--- src/rtl/axi_seq_pkg.sv ---
// Shared definitions for the AXI command sequencer.
//   - seq_state_e : sequencer FSM states
//   - cmd_t       : one buffered host command (write flag plus AW/W/AR fields)
//   - BURST_*     : AXI burst type encodings
//   - sat_inc8    : saturating 8-bit increment used for the abort counter
package axi_seq_pkg;

  // Field widths of a buffered command; the sequencer's DATAWIDTH/SIZE defaults match these.
  localparam int unsigned CMD_DW = 32;
  localparam int unsigned CMD_SW = 3;

  localparam logic [CMD_SW-2:0] BURST_FIXED = 2'd0;
  localparam logic [CMD_SW-2:0] BURST_INCR  = 2'd1;
  localparam logic [CMD_SW-2:0] BURST_WRAP  = 2'd2;

  typedef enum logic [1:0] {
    IDLE  = 2'd0,
    START = 2'd1,
    WAIT  = 2'd2
  } seq_state_e;

  typedef struct packed {
    logic                  write;
    logic [CMD_DW-1:0]     addr;
    logic [CMD_DW/8-1:0]   id;
    logic [CMD_DW/8-1:0]   len;
    logic [CMD_SW-1:0]     size;
    logic [CMD_SW-2:0]     burst;
    logic [CMD_DW/8-1:0]   strb;
    logic [CMD_DW-1:0]     data;
  } cmd_t;

  // Increment that sticks at 8'hFF instead of wrapping back to zero.
  function automatic logic [7:0] sat_inc8(input logic [7:0] v);
    logic [7:0] r;
    if (v == 8'hFF) begin
      r = v;
    end else begin
      r = v + 8'd1;
    end
    return r;
  endfunction

endpackage

--- src/rtl/axi_cmd_fifo.sv ---
// Synchronous FIFO of cmd_t entries.
// Ports: clk/rst_n (async active-low), push/push_data (write side),
//        pop/pop_data (read side, pop_data shows the head combinationally),
//        full, empty, count (entries held, 0..DEPTH).
// A push while full or a pop while empty is dropped. DEPTH must be a power of two.
module axi_cmd_fifo
  import axi_seq_pkg::*;
#(
  parameter int unsigned DEPTH = 4
) (
  input  logic                     clk,
  input  logic                     rst_n,
  input  logic                     push,
  input  cmd_t                     push_data,
  input  logic                     pop,
  output cmd_t                     pop_data,
  output logic                     full,
  output logic                     empty,
  output logic [$clog2(DEPTH):0]   count
);

  localparam int unsigned PW = $clog2(DEPTH);

  cmd_t          mem_q [DEPTH];
  logic [PW-1:0] wr_ptr_q, wr_ptr_d;
  logic [PW-1:0] rd_ptr_q, rd_ptr_d;
  logic [PW:0]   count_q, count_d;
  logic          do_push_s, do_pop_s;

  assign full     = (count_q == (PW+1)'(DEPTH));
  assign empty    = (count_q == '0);
  assign count    = count_q;
  assign pop_data = mem_q[rd_ptr_q];

  // Next pointer/count values; pointers wrap naturally at the power-of-two depth.
  always_comb begin
    do_push_s = push && !full;
    do_pop_s  = pop && !empty;
    wr_ptr_d  = wr_ptr_q;
    rd_ptr_d  = rd_ptr_q;
    count_d   = count_q;
    if (do_push_s) begin
      wr_ptr_d = wr_ptr_q + PW'(1);
    end else begin
      wr_ptr_d = wr_ptr_q;
    end
    if (do_pop_s) begin
      rd_ptr_d = rd_ptr_q + PW'(1);
    end else begin
      rd_ptr_d = rd_ptr_q;
    end
    case ({do_push_s, do_pop_s})
      2'b10:   count_d = count_q + (PW+1)'(1);
      2'b01:   count_d = count_q - (PW+1)'(1);
      default: count_d = count_q;
    endcase
  end

  // Pointer and occupancy registers.
  always_ff @(posedge clk or negedge rst_n) begin
    if (!rst_n) begin
      wr_ptr_q <= '0;
      rd_ptr_q <= '0;
      count_q  <= '0;
    end else begin
      wr_ptr_q <= wr_ptr_d;
      rd_ptr_q <= rd_ptr_d;
      count_q  <= count_d;
    end
  end

  // Entry storage; cleared on reset so no stale command survives it.
  always_ff @(posedge clk or negedge rst_n) begin
    if (!rst_n) begin
      for (int i = 0; i < DEPTH; i++) begin
        mem_q[i] <= '0;
      end
    end else if (do_push_s) begin
      mem_q[wr_ptr_q] <= push_data;
    end
  end

endmodule

--- src/rtl/axi_cmd_sequencer.sv ---
// Command sequencer in front of an AXI3 master. Host commands are queued in a
// FIFO and issued one at a time: the head is popped onto the AW/W or AR output
// registers, a one-cycle wr_start/rd_start pulse follows, then the FSM waits for
// the matching wr_done/rd_done or aborts after TIMEOUT waiting cycles.
// Ports: clk/rst_n; cmd_* host push side with cmd_ready; AW*/W*/AR* command
// outputs; wr_start/rd_start pulses; wr_done/rd_done from the master;
// busy, fifo_count, timeout pulse and saturating err_count status.
module axi_cmd_sequencer
  import axi_seq_pkg::*;
#(
  parameter int unsigned DATAWIDTH = 32,
  parameter int unsigned SIZE      = 3,
  parameter int unsigned DEPTH     = 4,
  parameter int unsigned TIMEOUT   = 255
) (
  input  logic                     clk,
  input  logic                     rst_n,
  input  logic                     cmd_valid,
  output logic                     cmd_ready,
  input  logic                     cmd_write,
  input  logic [DATAWIDTH-1:0]     cmd_addr,
  input  logic [DATAWIDTH/8-1:0]   cmd_id,
  input  logic [DATAWIDTH/8-1:0]   cmd_len,
  input  logic [SIZE-1:0]          cmd_size,
  input  logic [SIZE-2:0]          cmd_burst,
  input  logic [DATAWIDTH/8-1:0]   cmd_strb,
  input  logic [DATAWIDTH-1:0]     cmd_data,
  output logic [DATAWIDTH-1:0]     AWaddr,
  output logic [DATAWIDTH/8-1:0]   AWlen,
  output logic [SIZE-1:0]          AWsize,
  output logic [SIZE-2:0]          AWburst,
  output logic [DATAWIDTH/8-1:0]   AWid,
  output logic [DATAWIDTH-1:0]     WData,
  output logic [DATAWIDTH/8-1:0]   WStrb,
  output logic [DATAWIDTH-1:0]     ARaddr,
  output logic [DATAWIDTH/8-1:0]   ARlen,
  output logic [SIZE-1:0]          ARsize,
  output logic [SIZE-2:0]          ARburst,
  output logic [DATAWIDTH/8-1:0]   ARid,
  output logic                     wr_start,
  output logic                     rd_start,
  input  logic                     wr_done,
  input  logic                     rd_done,
  output logic                     busy,
  output logic [$clog2(DEPTH):0]   fifo_count,
  output logic                     timeout,
  output logic [7:0]               err_count
);

  localparam int unsigned CW = $clog2(TIMEOUT + 1);

  seq_state_e  state_q, state_d;
  logic [CW-1:0] cnt_q, cnt_d;
  logic        cur_write_q, cur_write_d;
  cmd_t        aw_q, aw_d;   // write command; only the write-side fields are driven out
  cmd_t        ar_q, ar_d;   // read command; only the read-side fields are driven out
  logic        wr_start_q, wr_start_d;
  logic        rd_start_q, rd_start_d;
  logic        timeout_q, timeout_d;
  logic        busy_q, busy_d;
  logic [7:0]  err_q, err_d;

  cmd_t        cmd_in_s;
  cmd_t        head_s;
  logic        fifo_full_s, fifo_empty_s, pop_s, done_s;

  // Pack the host command into the FIFO entry format.
  always_comb begin
    cmd_in_s       = '0;
    cmd_in_s.write = cmd_write;
    cmd_in_s.addr  = cmd_addr;
    cmd_in_s.id    = cmd_id;
    cmd_in_s.len   = cmd_len;
    cmd_in_s.size  = cmd_size;
    cmd_in_s.burst = cmd_burst;
    cmd_in_s.strb  = cmd_strb;
    cmd_in_s.data  = cmd_data;
  end

  axi_cmd_fifo #(.DEPTH(DEPTH)) u_fifo (
    .clk       (clk),
    .rst_n     (rst_n),
    .push      (cmd_valid),
    .push_data (cmd_in_s),
    .pop       (pop_s),
    .pop_data  (head_s),
    .full      (fifo_full_s),
    .empty     (fifo_empty_s),
    .count     (fifo_count)
  );

  assign cmd_ready = !fifo_full_s;

  // FSM next state, output-register loads and abort bookkeeping.
  always_comb begin
    state_d     = state_q;
    cnt_d       = cnt_q;
    cur_write_d = cur_write_q;
    aw_d        = aw_q;
    ar_d        = ar_q;
    wr_start_d  = 1'b0;
    rd_start_d  = 1'b0;
    timeout_d   = 1'b0;
    err_d       = err_q;
    pop_s       = 1'b0;
    // Only the done that matches the in-flight command type counts.
    done_s      = cur_write_q ? wr_done : rd_done;
    case (state_q)
      IDLE: begin
        if (!fifo_empty_s) begin
          pop_s       = 1'b1;
          cur_write_d = head_s.write;
          if (head_s.write) begin
            aw_d       = head_s;
            wr_start_d = 1'b1;
          end else begin
            ar_d       = head_s;
            rd_start_d = 1'b1;
          end
          state_d = START;
        end else begin
          state_d = IDLE;
        end
      end
      START: begin
        cnt_d   = '0;
        state_d = WAIT;
      end
      WAIT: begin
        // Completion wins over abort when both land on the last waiting cycle.
        if (done_s) begin
          state_d = IDLE;
        end else if (cnt_q == CW'(TIMEOUT - 1)) begin
          timeout_d = 1'b1;
          err_d     = sat_inc8(err_q);
          state_d   = IDLE;
        end else begin
          cnt_d = cnt_q + CW'(1);
        end
      end
      default: begin
        state_d = IDLE;
      end
    endcase
    busy_d = (state_d != IDLE);
  end

  // State, counter and registered outputs.
  always_ff @(posedge clk or negedge rst_n) begin
    if (!rst_n) begin
      state_q     <= IDLE;
      cnt_q       <= '0;
      cur_write_q <= 1'b0;
      aw_q        <= '0;
      ar_q        <= '0;
      wr_start_q  <= 1'b0;
      rd_start_q  <= 1'b0;
      timeout_q   <= 1'b0;
      busy_q      <= 1'b0;
      err_q       <= 8'd0;
    end else begin
      state_q     <= state_d;
      cnt_q       <= cnt_d;
      cur_write_q <= cur_write_d;
      aw_q        <= aw_d;
      ar_q        <= ar_d;
      wr_start_q  <= wr_start_d;
      rd_start_q  <= rd_start_d;
      timeout_q   <= timeout_d;
      busy_q      <= busy_d;
      err_q       <= err_d;
    end
  end

  assign AWaddr    = aw_q.addr;
  assign AWlen     = aw_q.len;
  assign AWsize    = aw_q.size;
  assign AWburst   = aw_q.burst;
  assign AWid      = aw_q.id;
  assign WData     = aw_q.data;
  assign WStrb     = aw_q.strb;
  assign ARaddr    = ar_q.addr;
  assign ARlen     = ar_q.len;
  assign ARsize    = ar_q.size;
  assign ARburst   = ar_q.burst;
  assign ARid      = ar_q.id;
  assign wr_start  = wr_start_q;
  assign rd_start  = rd_start_q;
  assign timeout   = timeout_q;
  assign busy      = busy_q;
  assign err_count = err_q;

endmodule
--- config.mk ---
export PLATFORM = sky130hd
export DESIGN_NAME = axi_cmd_sequencer
export DESIGN_NICKNAME = d
export VERILOG_FILES = /design/src/rtl/axi_seq_pkg.sv /design/src/rtl/axi_cmd_fifo.sv /design/src/rtl/axi_cmd_sequencer.sv
export SDC_FILE = /design/constraint.sdc
export NUM_CORES = 1
export LEC_CHECK = 0
export ABC_AREA = 0
export BUFFER_PORTS_ARGS = -buffer_cell sky130_fd_sc_hd__buf_2
export CAP_MARGIN = 40
export CORE_MARGIN = 2
export CORE_UTILIZATION = 40
export CTS_BUF_LIST = sky130_fd_sc_hd__clkbuf_4
export DETAILED_ROUTE_END_ITERATION = 8
export GPL_ROUTABILITY_DRIVEN = 1
export PLACE_DENSITY = 0.67
export REMOVE_ABC_BUFFERS = 1
export SYNTH_ARGS = -nofsm -noshare
export SYNTH_HDL_FRONTEND = slang
export SYNTH_SLANG_ARGS = --single-unit
--- constraint.sdc ---
create_clock -name clk -period 2.5 [get_ports clk]
set_input_delay 0.375 -clock clk [delete_from_list [all_inputs] [get_ports clk]]
set_output_delay 0.375 -clock clk [all_outputs]
set_load 0.02 [all_outputs]
After elaboration in Yosys (flattened, before gate mapping):

Index checks and enable logic that the tools add are counted.

* flip-flop bits (word level): 484
* latch bits: 0
* memory bits (writable): 0
* bits in read-only memories: 0
* input port bits: 87
* output and inout bits: 142
* logic and storage cells: 120
* memories kept: 0

* add/sub/neg operators: 6
* multiply operators: 0
* div/mod/pow operators: 0
* $lt $le $gt $ge: 3
* equality and inequality tests: 9
* shift-type cells: 0
* muxes and demuxes: 26
* bitwise logic cells: 6
* reductions and logical operators: 15

Operator list (count)
* 328-bit bitwise mux: 1
* 82-bit two-way mux: 3
* 82-bit binary-select mux with 2-bit select: 1
* 82-bit demux with 2-bit select: 1
* 8-bit by 1-bit adder with 8-bit output (second input constant): 2
* 8-bit equality test (second input constant): 2
* 8-bit two-way mux: 2
* 8-bit case mux with 2 select lines: 1
* 1-bit two-way mux: 13
* 3-bit AND reduction: 3
* 3-bit >= comparator (second input constant): 2
* 2-bit inverter with 3-bit output: 2
* 2-bit case mux with 3 select lines: 1
* 3-bit case mux with 2 select lines: 1
* 2-bit nonzero test: 3
* 2-bit by 1-bit adder with 2-bit output (second input constant): 2
* 2-bit by 1-bit equality test with 1-bit output (second input constant): 2
* 2-bit equality test (second input constant): 2
* 2-bit two-way mux: 2
* 2-bit inequality test (second input constant): 2
* 1-bit inverter: 4
* 4-bit AND reduction: 1
* 3-bit by 1-bit adder with 3-bit output (second input constant): 1
* 3-bit equality test (second input constant): 1
* other kinds (7): 10

Logic depth before layout (Yosys ltp):

* depth after elaboration: 7
* mapped depth: 9
* depth with buffers taken out: 9

Hierarchy:

A second synthesis with hierarchy kept.

* cell total of the unflattened synthesis: 1192
* area, all modules: 20753.7 um^2

By module, submodules not included
* axi_cmd_fifo: instances 1, cells each 828, area each 14686.6 um^2, seq. area each 8383.0 um^2
* axi_cmd_sequencer: instances 1, cells each 364, area each 6067.1 um^2, seq. area each 3728.6 um^2

Worst setup path before layout:

No wires, ideal clock.

* path type: reg2reg
* start point: register u_fifo.count_q[2] (netlist: u_fifo.count[2])
* end point: register u_fifo.count_q[2] (netlist: u_fifo.count[2])
* setup time: 80 ps
* arrival: 2104 ps
* required time: 2420 ps
* slack: 316 ps
* cell stages (with the launch flop): 9
* path buffers: 0
* period minus slack after synthesis: 2184 ps
* cells stage by stage: dfrtp_1 nor3_1 nor3_1 ha_1 inv_1 fa_1 xor2_1 nor2_1 xor2_1

* word-level cells in the longest chain between the ends: 6
* elaborated cells between the ends (all ways): 14
* classes of those cells: 2 x add/sub; 3 x eq/ne; 3 x mux; 6 x reduce/logical

RTL lines
* start, declared: RTL line axi_cmd_fifo.sv:27 `logic [PW:0] count_q, count_d;`
* start signal, assigned: RTL line axi_cmd_fifo.sv:68 `count_q <= count_d;`
* 3-bit logical NOT (*): RTL line axi_cmd_fifo.sv:31 `assign empty = (count_q == '0);`
* 1-bit two-way mux: RTL line axi_cmd_sequencer.sv:110 `if (!fifo_empty_s) begin`
* 1-bit two-way mux: RTL line axi_cmd_sequencer.sv:108 `case (state_q)`
* 1-bit logical AND (*): RTL line axi_cmd_fifo.sv:38 `do_pop_s = pop && !empty;`
* via u_fifo.do_pop_s: RTL line axi_cmd_fifo.sv:28 `logic do_push_s, do_pop_s;`
* 2-bit by 1-bit equality test with 1-bit output or 2-bit equality test (tied branches): RTL line axi_cmd_fifo.sv:52 `case ({do_push_s, do_pop_s})`
* 3-bit case mux with 2 select lines or 2-bit nonzero test (tied branches)

The timed path passes the listed nets; every way through them passes the cells marked *.
A chain may end at the register's enable or synchronous reset.

Worst setup path in the final report:

* start point: register cnt_q[0]
* end point: register cnt_q[2]

* word-level cells in the longest chain between the ends: 4
* elaborated cells between the ends (all ways): 7
* classes of those cells: 1 x add/sub; 2 x eq/ne; 3 x mux; 1 x reduce/logical

RTL lines
* start, declared: RTL line axi_cmd_sequencer.sv:53 `logic [CW-1:0] cnt_q, cnt_d;`
* start signal, assigned: RTL line axi_cmd_sequencer.sv:163 `cnt_q <= cnt_d;`
* 8-bit by 1-bit adder with 8-bit output: RTL line axi_cmd_sequencer.sv:138 `cnt_d = cnt_q + CW'(1);`
* 8-bit two-way mux: RTL line axi_cmd_sequencer.sv:133 `end else if (cnt_q == CW'(TIMEOUT - 1)) begin`
* 8-bit two-way mux: RTL line axi_cmd_sequencer.sv:131 `if (done_s) begin`
* 8-bit case mux with 2 select lines: RTL line axi_cmd_sequencer.sv:108

Parallel ways exist; a longest one is shown, timed or not. The select of a mux whose other input is x is not followed.

==> results.toml <==
[timing]
fmax_ghz = 0.438
period_share_pct = 91.3
slew_headroom_pct = 60.4
period_minus_slack_ns = 2.28
hold_violations = 0
tightestPinTransition_ns = 0.594
rsz0062_at_grt = "no"
final-setup-viol-count = 0
slew_viol_final = 0
whs_ns = 0.243
worst_clock_skew_ns = 0.0494

[setup_path]
crit_start = "cnt_q[0]"
end_kind = "flop"
cp_num_buf_inv = 2
cp.arrival_ns = 3.10
required_ns = 3.31
worstPathMaxFanout = 6
crit_path_end = "cnt_q[2]"
r2r_end = "cnt_q[2]"
path_common_cell = "dlygate4sd3_1"
path_class = "reg2reg"
worstSetupPathDepth = 5
critical_path.cell_chain = "ha_1, nor4b_1, dlygate4sd3_1, a31o_2, dlygate4sd3_1"
rrSetupSlack_ns = 0.22
r2r-start = "cnt_q[0]"
worstSetupStartpointType = "flop"
crit_family = "buffers and inverters"
slowest_stage = "dlygate4sd3_1"
cp_slowest_stage_delay_ns = 0.55
reg2reg_depth = 5

[worst_hold_path]
holdCritPathClass = "in2reg"
hold_path_depth = 3

[floorplanning]
rows = 82
initial_core_util_pct = 40.3
num_io_pins = 229
die_h_um = 228
die_area_um2 = 52100
core_area_um2 = 50000
die_x_um = 228

[pwr]
power_density_nw_per_um2 = 1430
peakVddDrop_mv = 0.999
leakage_uw = 0.0113
power_uw = 35800

[clock_tree]
numCtsBuffers = 133
cts_tree = "done"
clkSinkCount = 484
clk_pin_slew_ns = 0.06
clockBufferDepth = 3
cts.htree.levels = 4
clk_latency_ns = 0.94
cts_root_buffer = "clkbuf_4"

[grt]
antenna_found_initial = 2
grt.total_usage_pct = 17.6
grt-ovfl-total = 0
grt_pass1_wl_mm = 71.8
grt_max_degree = 83
first_global_vias = 13400

[yosys]
synth_top_area_share_pct = 60.2
ys_warn_count = 0
ys_seq_area_share_pct = 60.2
synth_area_leader_cell = "dfrtp_1"
syn-cell-area_um2 = 20100
syn_area_per_cell_um2 = 16.9
syn_inst = 1191
ys_ff_latch = 484
yosys-top-cells-area = "dfrtp_1, mux2_2, mux4_2"
ys_types = 40

[cells_and_area]
layout-drive-gt1-share_pct = 60.3
final_common_cell = "dfrtp_1"
mostFrequentLayoutCells = "dfrtp_1, mux2_2, buf_2"
area_delta_synth_final_pct = 24.5
final_util_pct = 50.2
nets = 1713
final_cells = 2379
fillers = 4288
design_area_um2 = 25100

[routing]
drt.antenna.violating_nets = 0
wl_per_cell_um = 18.2
first_pass_iters = 4
route.detailed.drc = 0
viasPerCell = 5.04
num_vias = 12000
totalWireLength_mm = 43.4
drt-initial-drc-count = 433

[placement]
gp_congestion = 0.775
dp.cells = 2064
placed_area_um2 = 22400
dpl.hpwl_mm = 26.2
port_buffers = 228

[run]
cap_violations = 0

[run_status]
status = "finished, final reports clean"
## registers in the layout, indices dropped and copies added, names as in the netlist, 8 cells and up
name / cells
ARaddr: 32
u_fifo.mem_q: 328
err_count: 8
cnt_q: 8
WData: 32
AWaddr: 32
## cell families after synthesis
kind of cell	share of synthesized area [%]
multiplexers	35.0
flip-flops	60.2
buffers and inverters	1.87
AND/OR/NAND/NOR	1.47
AO/OA/AOI/OAI	0.510
XOR/XNOR	0.435
adder cells (fa/ha/maj)	0.597
## metrics by stage
stage | setup WS, ns | TNS (ns)
after detailed placement | 0.167 | 0
after floorplan | -3.80 | -692.05
after CTS | 0.0952 | 0
final | 0.217 | 0
after global routing | 0.0192 | 0
after global placement | 0.238 | 0
## synth_stat cells, drive strengths merged
| cell type | n |
|---|---|
| dfrtp | 484 |
| mux2 | 457 |
| mux4 | 82 |
| clkbuf | 40 |
| buf | 24 |
| nand2 | 16 |
| inv | 11 |
| ha | 8 |
| nor2 | 7 |
| o21ai | 7 |
| xor2 | 7 |
| nand3 | 6 |
| nand4 | 6 |
| mux2i | 4 |
| nor3 | 4 |
| nor4 | 4 |
| a21oi | 3 |
| xnor2 | 3 |
| and3 | 2 |
| nand2b | 2 |
| nor4b | 2 |
| a211o | 1 |
| a211oi | 1 |
| a21boi | 1 |
| a311o | 1 |
| a31o | 1 |
| a31oi | 1 |
| and2 | 1 |
| and4 | 1 |
| fa | 1 |
| nor3b | 1 |
| or2 | 1 |
| or4 | 1 |
## metal layers
layer | global-route usage (%) | part of all wire, % | routed length [um] | vias to the layer above
li1 | - | - | - | 5340
met1 | 21.9 | 44 | 18900 | 6313
met2 | 28.3 | 49 | 21300 | 260
met3 | 5.96 | 5.2 | 2270 | 83
met4 | 6.86 | 2.1 | 909 | 2
met5 | 0 | 0.037 | 16 | -
## worst register-to-register path, stage by stage (launching register included)
cell and delay [ns]:
dfrtp_1 0.44, ha_1 0.27, nor4b_1 0.15, dlygate4sd3_1 0.55, a31o_2 0.21, dlygate4sd3_1 0.55
## worst min-delay path by stage
stage / from / to / slack (ns)
2_1_floorplan: rst_n / ARaddr[0] / 0.08
3_3_place_gp: rst_n / err_count[4] / 0.45
3_5_place_dp: rst_n / err_count[5] / 0.45
4_1_cts: cmd_data[8] / u_fifo.mem_q[172] / 0.06
5_1_grt: cmd_data[8] / u_fifo.mem_q[172] / 0.14
6_report: cmd_data[24] / u_fifo.mem_q[188] / 0.24
## area by class of cell
| class | count | area (um^2) | area share, % |
|---|---|---|---|
| Clock inverter | 26 | 273 | 1.09 |
| Inverter | 11 | 41.3 | 0.165 |
| Timing Repair Buffer | 355 | 2620 | 10.5 |
| Sequential cell | 484 | 12100 | 48.3 |
| Tap cell | 672 | 841 | 3.35 |
| Multi-Input combinational cell | 632 | 7680 | 30.7 |
| Clock buffer | 198 | 1490 | 5.93 |
| Antenna cell | 1 | 2.50 | 0.00998 |
## repair_timing
item,in CTS,in global routing
resized for setup,0,1
endpoints found under the hold margin,826,0
hold buffers,90,0
buffers inserted,0,0
setup endpoints to repair,0,1
## report_power, final
part	leakage (uW)	total, uW	internal, uW	switching (uW)
clock network	0.00104	7450	4210	3230
registers	0.00580	13700	11800	1830
logic	0.00448	14700	8060	6600
No activity file was read; power rests on OpenSTA's default activity.
